## src/rtl/uart_tx_pkg.sv

```systemverilog
// Shared definitions for the memory-mapped UART transmitter: register offsets,
// STATUS bit positions, serializer states and the parity helper.
package uart_tx_pkg;

  localparam logic [3:0] TXDATA_OFF  = 4'h0;
  localparam logic [3:0] STATUS_OFF  = 4'h4;
  localparam logic [3:0] DIVISOR_OFF = 4'h8;

  localparam int ST_FULL_BIT   = 0;
  localparam int ST_EMPTY_BIT  = 1;
  localparam int ST_BUSY_BIT   = 2;
  localparam int ST_OVF_BIT    = 3;
  localparam int ST_COUNT_LSB  = 8;

  typedef enum logic [2:0] {
    TX_IDLE   = 3'd0,
    TX_START  = 3'd1,
    TX_DATA   = 3'd2,
    TX_PARITY = 3'd3,
    TX_STOP   = 3'd4
  } tx_state_t;

  function automatic logic even_parity(input logic [7:0] data);
    return ^data;
  endfunction

endpackage

```

## src/rtl/uart_tx_periph_sync_fifo.sv

```systemverilog
// Synchronous FIFO with a synchronous flush; pushes are dropped while full
// and pops are ignored while empty, so the occupancy count never wraps.
module sync_fifo #(
  parameter int WIDTH = 8,
  parameter int DEPTH = 4
) (
  input  logic                       clk,
  input  logic                       flush,
  input  logic                       push,
  input  logic [WIDTH-1:0]           wdata,
  input  logic                       pop,
  output logic [WIDTH-1:0]           rdata,
  output logic                       full,
  output logic                       empty,
  output logic [$clog2(DEPTH):0]     count
);

  localparam int AW = $clog2(DEPTH);
  localparam logic [AW-1:0] PTR_ONE  = AW'(1);
  localparam logic [AW:0]   CNT_ONE  = (AW+1)'(1);
  localparam logic [AW:0]   CNT_FULL = (AW+1)'(DEPTH);

  logic [WIDTH-1:0] mem_r [DEPTH];
  logic [AW-1:0]    wr_ptr_r;
  logic [AW-1:0]    rd_ptr_r;
  logic [AW:0]      count_r;
  logic             do_push_s;
  logic             do_pop_s;

  assign full      = (count_r == CNT_FULL);
  assign empty     = (count_r == {(AW+1){1'b0}});
  assign count     = count_r;
  assign rdata     = mem_r[rd_ptr_r];
  assign do_push_s = push & ~full;
  assign do_pop_s  = pop & ~empty;

  // Pointer and occupancy bookkeeping.
  always_ff @(posedge clk) begin
    if (flush) begin
      wr_ptr_r <= {AW{1'b0}};
      rd_ptr_r <= {AW{1'b0}};
      count_r  <= {(AW+1){1'b0}};
    end else begin
      if (do_push_s) wr_ptr_r <= wr_ptr_r + PTR_ONE;
      if (do_pop_s)  rd_ptr_r <= rd_ptr_r + PTR_ONE;
      case ({do_push_s, do_pop_s})
        2'b10:   count_r <= count_r + CNT_ONE;
        2'b01:   count_r <= count_r - CNT_ONE;
        default: count_r <= count_r;
      endcase
    end
  end

  // Entry storage; contents are don't-care until written.
  always_ff @(posedge clk) begin
    if (do_push_s) mem_r[wr_ptr_r] <= wdata;
  end

endmodule

```

## src/rtl/uart_tx_periph.sv

```systemverilog
// Memory-mapped UART transmitter: bus decode, register file and serializer.
// Optional even-parity bit is compiled in with UART_TX_PARITY_EN.
module uart_tx_periph
  import uart_tx_pkg::*;
#(
  parameter logic [31:0] BASE        = 32'h0000_8000,
  parameter int          FIFO_DEPTH  = 4,
  parameter logic [15:0] DEFAULT_DIV = 16'd104
) (
  input  logic        clk,
  input  logic        rst,
  input  logic [31:0] mem_addr,
  input  logic [31:0] mem_wdata,
  input  logic [3:0]  mem_wmask,
  input  logic        mem_wstrobe,
  input  logic        mem_rstrobe,
  output logic [31:0] mem_rdata,
  output logic        mem_done,
  output logic        active,
  output logic        tx
);

  localparam int CW = $clog2(FIFO_DEPTH) + 1;

  logic          wr_s, rd_s;
  logic [3:0]    off_s;
  logic          push_req_s, ovf_clr_s, div_wr_s;
  logic          full_s, empty_s, pop_s, busy_s, bit_end_s, par_on_s;
  logic [CW-1:0] count_s;
  logic [7:0]    head_s;
  logic [31:0]   status_s, rd_val_s;
  logic [15:0]   div_eff_s, reload_s;
  logic [2:0]    idx_nx_s;
  logic          ovf_r;
  logic [15:0]   div_r;
  tx_state_t     state_r;
  logic [15:0]   cnt_r;
  logic [2:0]    idx_r;
  logic [7:0]    sh_r;
  logic          tx_r;
  logic          unused_s;

  assign active     = (mem_addr >= BASE) && (mem_addr <= (BASE + 32'd15));
  assign wr_s       = mem_wstrobe & active;
  assign rd_s       = mem_rstrobe & active;
  assign off_s      = {mem_addr[3:2], 2'b00};
  assign push_req_s = wr_s && (off_s == TXDATA_OFF) && mem_wmask[0];
  assign ovf_clr_s  = wr_s && (off_s == STATUS_OFF) && mem_wmask[0] && mem_wdata[ST_OVF_BIT];
  assign div_wr_s   = wr_s && (off_s == DIVISOR_OFF);
  assign unused_s   = ^{mem_addr[1:0], mem_wdata[31:16], mem_wmask[3:2]};

  sync_fifo #(.WIDTH(8), .DEPTH(FIFO_DEPTH)) u_fifo (
    .clk   (clk),
    .flush (~rst),
    .push  (push_req_s),
    .wdata (mem_wdata[7:0]),
    .pop   (pop_s),
    .rdata (head_s),
    .full  (full_s),
    .empty (empty_s),
    .count (count_s)
  );

  assign busy_s = (state_r != TX_IDLE);

  always_comb begin
    status_s               = 32'h0000_0000;
    status_s[ST_FULL_BIT]  = full_s;
    status_s[ST_EMPTY_BIT] = empty_s;
    status_s[ST_BUSY_BIT]  = busy_s;
    status_s[ST_OVF_BIT]   = ovf_r;
    status_s[ST_COUNT_LSB +: 8] = 8'(count_s);
  end

  // Read mux, sampled into mem_rdata before any same-cycle write lands.
  always_comb begin
    rd_val_s = 32'h0000_0000;
    case (off_s)
      STATUS_OFF:  rd_val_s = status_s;
      DIVISOR_OFF: rd_val_s = {15'h0000, par_on_s, div_r};
      default:     rd_val_s = 32'h0000_0000;
    endcase
  end

  // Bus response: one-cycle done pulse with registered read data.
  always_ff @(posedge clk) begin
    if (!rst) begin
      mem_done  <= 1'b0;
      mem_rdata <= 32'h0000_0000;
    end else if (wr_s || rd_s) begin
      mem_done  <= 1'b1;
      mem_rdata <= rd_s ? rd_val_s : 32'h0000_0000;
    end else begin
      mem_done  <= 1'b0;
      mem_rdata <= 32'h0000_0000;
    end
  end

  // Sticky overflow (full is sampled before any same-cycle pop) and divisor lanes.
  always_ff @(posedge clk) begin
    if (!rst) begin
      ovf_r <= 1'b0;
      div_r <= DEFAULT_DIV;
    end else begin
      if (push_req_s && full_s) ovf_r <= 1'b1;
      else if (ovf_clr_s)       ovf_r <= 1'b0;
      if (div_wr_s && mem_wmask[0]) div_r[7:0]  <= mem_wdata[7:0];
      if (div_wr_s && mem_wmask[1]) div_r[15:8] <= mem_wdata[15:8];
    end
  end

`ifdef UART_TX_PARITY_EN
  logic par_on_r;
  assign par_on_s = par_on_r;

  // PAR_ON lives in byte lane 2 of DIVISOR.
  always_ff @(posedge clk) begin
    if (!rst)                          par_on_r <= 1'b0;
    else if (div_wr_s && mem_wmask[2]) par_on_r <= mem_wdata[16];
    else                               par_on_r <= par_on_r;
  end
`else
  assign par_on_s = 1'b0;
`endif

  assign div_eff_s = (div_r == 16'd0) ? 16'd1 : div_r;
  assign reload_s  = div_eff_s - 16'd1;
  assign bit_end_s = (cnt_r == 16'd0);
  assign idx_nx_s  = idx_r + 3'd1;

  // A byte is taken from the FIFO on IDLE->START and on STOP->START.
  always_comb begin
    pop_s = 1'b0;
    if (state_r == TX_IDLE) begin
      pop_s = ~empty_s;
    end else if ((state_r == TX_STOP) && bit_end_s) begin
      pop_s = ~empty_s;
    end else begin
      pop_s = 1'b0;
    end
  end

  // Serializer; the divisor is re-read at every bit boundary.
  always_ff @(posedge clk) begin
    if (!rst) begin
      state_r <= TX_IDLE;
      cnt_r   <= 16'd0;
      idx_r   <= 3'd0;
      sh_r    <= 8'h00;
      tx_r    <= 1'b1;
    end else begin
      case (state_r)
        TX_IDLE: begin
          tx_r <= 1'b1;
          if (!empty_s) begin
            state_r <= TX_START;
            sh_r    <= head_s;
            cnt_r   <= reload_s;
            tx_r    <= 1'b0;
          end
        end
        TX_START: begin
          if (bit_end_s) begin
            state_r <= TX_DATA;
            idx_r   <= 3'd0;
            tx_r    <= sh_r[0];
            cnt_r   <= reload_s;
          end else begin
            cnt_r <= cnt_r - 16'd1;
          end
        end
        TX_DATA: begin
          if (bit_end_s) begin
            cnt_r <= reload_s;
            if (idx_r == 3'd7) begin
`ifdef UART_TX_PARITY_EN
              if (par_on_s) begin
                state_r <= TX_PARITY;
                tx_r    <= even_parity(sh_r);
              end else begin
                state_r <= TX_STOP;
                tx_r    <= 1'b1;
              end
`else
              state_r <= TX_STOP;
              tx_r    <= 1'b1;
`endif
            end else begin
              idx_r <= idx_nx_s;
              tx_r  <= sh_r[idx_nx_s];
            end
          end else begin
            cnt_r <= cnt_r - 16'd1;
          end
        end
        TX_PARITY: begin
          if (bit_end_s) begin
            state_r <= TX_STOP;
            tx_r    <= 1'b1;
            cnt_r   <= reload_s;
          end else begin
            cnt_r <= cnt_r - 16'd1;
          end
        end
        TX_STOP: begin
          if (bit_end_s) begin
            cnt_r <= reload_s;
            if (!empty_s) begin
              state_r <= TX_START;
              sh_r    <= head_s;
              tx_r    <= 1'b0;
            end else begin
              state_r <= TX_IDLE;
              tx_r    <= 1'b1;
            end
          end else begin
            cnt_r <= cnt_r - 16'd1;
          end
        end
        default: begin
          state_r <= TX_IDLE;
          tx_r    <= 1'b1;
        end
      endcase
    end
  end

  assign tx = tx_r;

endmodule

```

## config.mk

```make
export PLATFORM = sky130hd
export DESIGN_NAME = uart_tx_periph
export DESIGN_NICKNAME = d
export VERILOG_FILES = /design/src/rtl/uart_tx_pkg.sv /design/src/rtl/uart_tx_periph_sync_fifo.sv /design/src/rtl/uart_tx_periph.sv
export SDC_FILE = /design/constraint.sdc
export NUM_CORES = 1
export LEC_CHECK = 0
export CAP_MARGIN = 20
export CORE_UTILIZATION = 29
export DETAILED_ROUTE_END_ITERATION = 10
export GPL_ROUTABILITY_DRIVEN = 0
export GPL_TIMING_DRIVEN = 1
export HOLD_SLACK_MARGIN = 0.02
export PLACE_DENSITY_LB_ADDON = 0.2
export RECOVER_POWER = 100
export SETUP_SLACK_MARGIN = 0.3
export SYNTH_ARGS = -nofsm -noshare
export SYNTH_HDL_FRONTEND = slang
export SYNTH_SLANG_ARGS = --single-unit
```

## constraint.sdc

```tcl
create_clock -name clk -period 3.1 [get_ports clk]
set_input_delay 0.465 -clock clk [delete_from_list [all_inputs] [get_ports clk]]
set_output_delay 0.465 -clock clk [all_outputs]
set_load 0.02 [all_outputs]
```

**Yosys cells after proc, flatten, opt, wreduce, memory -nomap -nowiden**

Memories as Yosys holds them, arrays and structs flattened. A register that Yosys moved wholly into a read port is not among the register bits.
Index checks and enable logic that the tools add are counted.

- $add $sub $neg: 7
- $lt $le $gt $ge: 3
- Equal/unequal tests: 17
- Multiplexer cells: 39
- Bitwise logic cells: 6
- Reduce and logical (&&, ||, !) cells: 30

Operator list:

| cell | count |
|---|---|
| 16-bit one-hot mux with 2 select lines | 2 |
| 16-bit two-way mux | 3 |
| 32-bit by 16-bit greater-or-equal comparator with 1-bit output, second input constant | 1 |
| 32-bit by 16-bit <= comparator with 1-bit output, second input constant | 1 |
| 16-bit logical NOT | 2 |
| 16-bit by 1-bit subtractor with 16-bit output, second input constant | 2 |
| 3-bit two-way mux | 9 |
| 8-bit two-way mux | 2 |
| 8-bit one-hot mux with 2 select lines | 1 |
| 1-bit two-way mux | 15 |
| 3-bit one-hot mux with 5 select lines | 1 |
| 2-bit inequality test, second input constant | 7 |
| 3-bit one-hot mux with 2 select lines | 2 |
| 1-bit logical AND | 11 |
| 2-bit nonzero test | 5 |
| 3-bit == test, second input constant | 3 |
| 4-bit AND reduction | 2 |
| 3-bit by 1-bit adder with 3-bit output, second input constant | 2 |
| 3-bit by 2-bit == test with 1-bit output, second input constant | 2 |
| 3-bit logical NOT | 2 |
| 6-bit AND reduction | 1 |
| 1-bit one-hot mux with 5 select lines | 1 |
| 2-bit by 1-bit adder with 2-bit output, second input constant | 2 |
| 1-bit AND | 4 |
| 14 further kinds | 19 |

- Register bits: 88
- Bits in writable memories: 32
- Memories kept: 1

Memory list:

| memory | words | width | rd ports | clocked after memory_dff | wr ports | line | source |
|---|---|---|---|---|---|---|---|
| u_fifo.mem_r | 4 | 8 | 1 | 1 | 1 | uart_tx_periph_sync_fifo.sv:23 | `logic [WIDTH-1:0] mem_r [DEPTH];` |

**Logic depth before layout (Yosys ltp)**

- Word-level depth: 8
- Gate-level depth with buffers: 14

**Modules after synthesis**

A second synthesis with hierarchy kept.

- Cells, all modules: 519
- Area, all modules: 5193.7 um^2

By module, submodules not included:

| module | times used | cells an instance | area each (um^2) |
|---|---|---|---|
| uart_tx_periph | 1 | 423 | 3558.4 |
| sync_fifo | 1 | 96 | 1635.3 |

**Least setup slack after synthesis**

OpenSTA, ideal clock, no wires.

- Path type: register to register
- From: reg cnt_r[0]
- To: reg u_fifo.count_r[2] (netlist: u_fifo.count[2])
- Library setup time: 0.070 ns
- Data arrival time: 3.054 ns
- Data required time: 3.030 ns
- Slack: -0.024 ns
- Cell stages (with the launch flop): 15
- Path buffers: 2
- Clock period less this slack: 3.124 ns
- Cell sequence: dfxtp_1 inv_1 ha_1 or4b_1 buf_2 nor4_4 a21boi_0 clkbuf_1 nor2_1 ha_1 inv_1 fa_1 xor2_1 or3_1 a21oi_1

- Cells in the longest elaborated chain, start to end: 7
- Elaborated cells on any way between the ends: 9

Ends and longest elaborated chain:

| element | line | source |
|---|---|---|
| from (decl) | uart_tx_periph.sv:37 | `logic [15:0] cnt_r;` |
| from (signal assigned) | uart_tx_periph.sv:158 | `cnt_r <= reload_s;` |
| from (signal assigned) | uart_tx_periph.sv:167 | `cnt_r <= reload_s;` |
| from (signal assigned) | uart_tx_periph.sv:169 | `cnt_r <= cnt_r - 16'd1;` |
| 16-bit logical NOT (*) | uart_tx_periph.sv:128 | `assign bit_end_s = (cnt_r == 16'd0);` |
| 1-bit logical AND (*) | uart_tx_periph.sv:136 | `end else if ((state_r == TX_STOP) && bit_end_s) begin` |
| 1-bit two-way mux (*) | uart_tx_periph.sv:136 |  |
| 1-bit two-way mux (*) | uart_tx_periph.sv:134 | `if (state_r == TX_IDLE) begin` |
| 1-bit AND (*) | uart_tx_periph_sync_fifo.sv:35 | `assign do_pop_s = pop & ~empty;` |
| via u_fifo.do_pop_s | uart_tx_periph_sync_fifo.sv:28 | `logic do_pop_s;` |
| 2-bit by 1-bit == test with 1-bit output / 2-bit == test (equally long branches) | uart_tx_periph_sync_fifo.sv:46 | `case ({do_push_s, do_pop_s})` |
| 3-bit one-hot mux with 2 select lines / 2-bit nonzero test (equally long branches) | n/a |  |
| to (signal assigned) | uart_tx_periph_sync_fifo.sv:47 | `2'b10: count_r <= count_r + CNT_ONE;` |
| to (signal assigned) | uart_tx_periph_sync_fifo.sv:48 | `2'b01: count_r <= count_r - CNT_ONE;` |
| to (signal assigned) | uart_tx_periph_sync_fifo.sv:49 | `default: count_r <= count_r;` |
| to (decl) | uart_tx_periph_sync_fifo.sv:26 | `logic [AW:0] count_r;` |

The timed path passes the listed nets; every way through them passes the cells marked *.
A chain may end at the register's enable or synchronous reset.

**Worst setup path in the final report**

- From: reg cnt_r[0]
- To: reg cnt_r[15]

- Cells in the longest elaborated chain, start to end: 3
- Elaborated cells on any way between the ends: 4

Ends and longest elaborated chain:

| element | line | source |
|---|---|---|
| 16-bit by 1-bit subtractor with 16-bit output / 16-bit logical NOT (equally long branches) | n/a |  |
| 16-bit two-way mux (*) | n/a |  |
| 16-bit one-hot mux with 2 select lines (*) | uart_tx_periph.sv:152 | `case (state_r)` |

Every way passes the cells marked *; elsewhere a longest branch is shown, timed or not.

==> metrics.txt <==
CTS tree built; Hold Crit Class reg2reg; ys flop type dfxtp_1; Remaining Overflow, GRT 0; register area share after synthesis around 47%; Reg2Reg Setup Slack ~0.28 ns; CP Class reg2reg; hold_ws around 0.48 ns; Unique masters post-synth between 60 and 70; min-delay src sh_r[3]; WHS Endpoint sh_r[3]; Antenna Nets Post-Route 0; ant diodes 0; Worst-Skew Late Latency around 0.36 ns; Row Count 48; Crit Reg-Reg Endpoint cnt_r[15]; Hold Violations, Final 0; crit share post-route 91.0%; final net count 691; Cell Chain, Critical Path inv_4, ha_4, or4b_4, clkbuf_4, or4_4, a211oi_2, o21ai_0, a31oi_1; WP data arrival 3.10 ns; Clk Tree Root Cell clkbuf_16; drt first pass iters 4; port bufs 70; Initial Util roughly 30%; Die X around 140 µm; fin area 6570 µm²; GRT Util Overall ~15%; die height 136 µm; most frequent cells in the layout dfxtp_1 (73), nor2_1 (45), clkdlybuf4s50_1 (41), edfxtp_1 (32); required time worst endpoint about 3.4 ns; #FFs+latches synth 106; ys async rst share 0%; Die Footprint between 15000 and 20000 µm²; Reg2Reg Depth 8; CP max stage cell a211oi_2; Peak VDD IR ~0.25 mV; maxcap violations 0; via density per instance between 5 and 6; final WL 13300 µm; Critical Path Fanout Max 9; Area growth syn-to-layout 26.3%; Core Region around 17000 µm²; Post-synth EDFFs 32; first-pass GRT wire length between 20000 and 25000 µm; Post-CTS Hold Buffers 0; CP bufs+invs 2; P_leak between 2 and 2.5 nW; htree depth 3; vias in the first global route roughly 4.2k; status finished, final reports clean; Slew @ Worst Pin around 1 ns; min cycle time layout 2.82 ns; post-synthesis cell area slightly above 5000 µm²; DR DRC count 0; PD cells slightly above 400 nW/µm²; RSZ-0062 raised after global routing yes; setup TNS 0 ns; FF-to-FF Start cnt_r[0]; routed len/inst around 16 µm; final number of max-transition violations 0; share of cells above drive strength 1 12.4%; clock buffer depth 2; Final Non-Filler Cells approximately 840; Post-DP HPWL between 9000 and 10000 µm; Mapped Cells between 500 and 600; placed inst area roughly 6200 µm²; FMAX approximately 0.35 GHz; placed insts a little over 800; clk sinks between 100 and 150; CP top delay family compound AO/OA/AOI/OAI gates; Clock Pin Slew Worst Setup and Hold Paths about 0.080 ns; via count about 4.2k; critical path launch point type flop; clk_skew approximately 0.0083 ns; largest net degree at the start of global routing 28; max incr delay on CP around 0.53 ns; initial antenna violation count 0; Worst setup EP type flop; Synth Area per Inst between 9 and 10 µm²; most common cell after layout, fill and taps aside dfxtp_1; final setup vio count 0; hold path depth 2; IO Count between 100 and 150; total CTS buffers 9; Rel. slew slack between 30% and 40%; Iteration-0 DRC Markers around 290; Synth Warn # 0
==> worst max path at each step <==
stage                 startpoint            endpoint  slack, ns  cells after the start
floorplan               cnt_r[1]     u_fifo.count[2]       0.10                     14
global placement    mem_addr[23]     u_fifo.count[2]       0.23                     11
detailed placement  mem_addr[23]     u_fifo.count[2]       0.17                     11
CTS                     cnt_r[1]     u_fifo.count[2]       0.26                     12
global route        mem_addr[23]  u_fifo.mem_r[2][1]       0.10                      6
finish                  cnt_r[0]           cnt_r[15]       0.28                      8
==> cell type report <==
type	instances	area [µm²]
clock buffers	9	225
clock inverters	7	83.8
fillers	1765	10800
inverters	14	55.1
multi-input cells	372	2540
flip-flops and latches	106	2440
well taps	225	282
repair buffers	103	937
==> metrics by stage <==
step	setup WS [ns]	power [mW]	utilization, %
2_1_floorplan	0.103	1.51	-
3_3_place_gp	0.229	1.58	35.8
3_5_place_dp	0.166	1.58	35.8
4_1_cts	0.265	2.77	37.6
5_1_grt	0.104	2.82	37.7
6_report	0.278	2.73	37.7
==> worst reg2reg max path: cells and delay by family, from the launching register on <==
kind,cells,cell delay (ns)
AO/OA/AOI/OAI,3,1.03
adder cells (fa/ha/maj),1,0.12
buffers and inverters,2,0.24
flip-flops,1,0.36
AND/OR/NAND/NOR,2,1.01
==> state kept, by name (all words and copies together), names as in the netlist, named ones only <==
signal and count:
cnt_r 16, div_r 16, idx_r 3, mem_done 1
mem_rdata 16, ovf_r 1, sh_r 8, state_r 3
tx 1, u_fifo.count 3, u_fifo.mem_r 32, u_fifo.rd_ptr_r 2
u_fifo.wr_ptr_r 2
==> Yosys cell counts, types with 2 or more instances <==
cell type | number | share of area, %
dfxtp_1 | 74 | 28
nor2_1 | 46 | 3.3
edfxtp_1 | 32 | 18
a21oi_1 | 31 | 3.0
o21ai_0 | 30 | 2.9
nand2_1 | 25 | 1.8
mux2i_1 | 24 | 4.6
clkbuf_1 | 22 | 1.6
nand3_1 | 21 | 2.0
nor4_1 | 18 | 2.2
buf_4 | 16 | 2.3
inv_1 | 14 | 1.0
and2_1 | 13 | 1.6
ha_1 | 12 | 2.9
a22oi_1 | 11 | 1.6
nor3_1 | 11 | 1.1
mux4_2 | 10 | 4.3
or3_1 | 10 | 1.2
nand2b_1 | 7 | 0.84
xnor2_1 | 7 | 1.2
a31oi_1 | 6 | 0.72
o22ai_1 | 6 | 0.72
nand4_1 | 5 | 0.60
or2_2 | 5 | 0.60
nor3b_1 | 4 | 0.58
o21a_1 | 4 | 0.58
o31a_1 | 4 | 0.67
xor2_1 | 4 | 0.67
buf_1 | 3 | 0.22
o211ai_1 | 3 | 0.43
or4_1 | 3 | 0.43
a221oi_1 | 2 | 0.34
a41oi_1 | 2 | 0.34
nor4_2 | 2 | 0.48
nor4_4 | 2 | 0.82
o21ai_2 | 2 | 0.34
o31ai_1 | 2 | 0.29
o41ai_1 | 2 | 0.34
==> per-layer routing <==
layer | part of all wire, % | up-vias | track usage [%]
met4 | 2.0 | 0 | 5.99
met5 | 0 | - | 0
met1 | 47 | 2026 | 19.3
li1 | - | 2059 | -
met2 | 47 | 115 | 24.7
met3 | 4.2 | 18 | 2.98
==> kinds of logic after synthesis <==
logic type                 share of synthesized area (%)
AOI/OAI and AO/OA                                   14.1
xor gates and xnor gates                            1.85
adders and majority gates                           3.46
buffers and inverters                               5.44
DFF                                                 47.0
muxes                                               8.95
other                                             0.0721
and+or+nand+nor                                     19.1
==> timing repair <==
action / 4_1_cts / 5_1_grt
resized for setup: 1 / 4
endpoints found under the setup margin: 2 / 7
pin swaps: 1 / 1
setup buffers: 0 / 8
==> report_power, final <==
part           internal (mW)  leakage (nW)  switching [mW]
clock network          0.585         0.152           0.601
logic                 0.0624          1.27          0.0580
registers               1.42         0.884   0.00000000643
total                   2.07          2.30           0.659
Power figures use the tool's default switching activity.
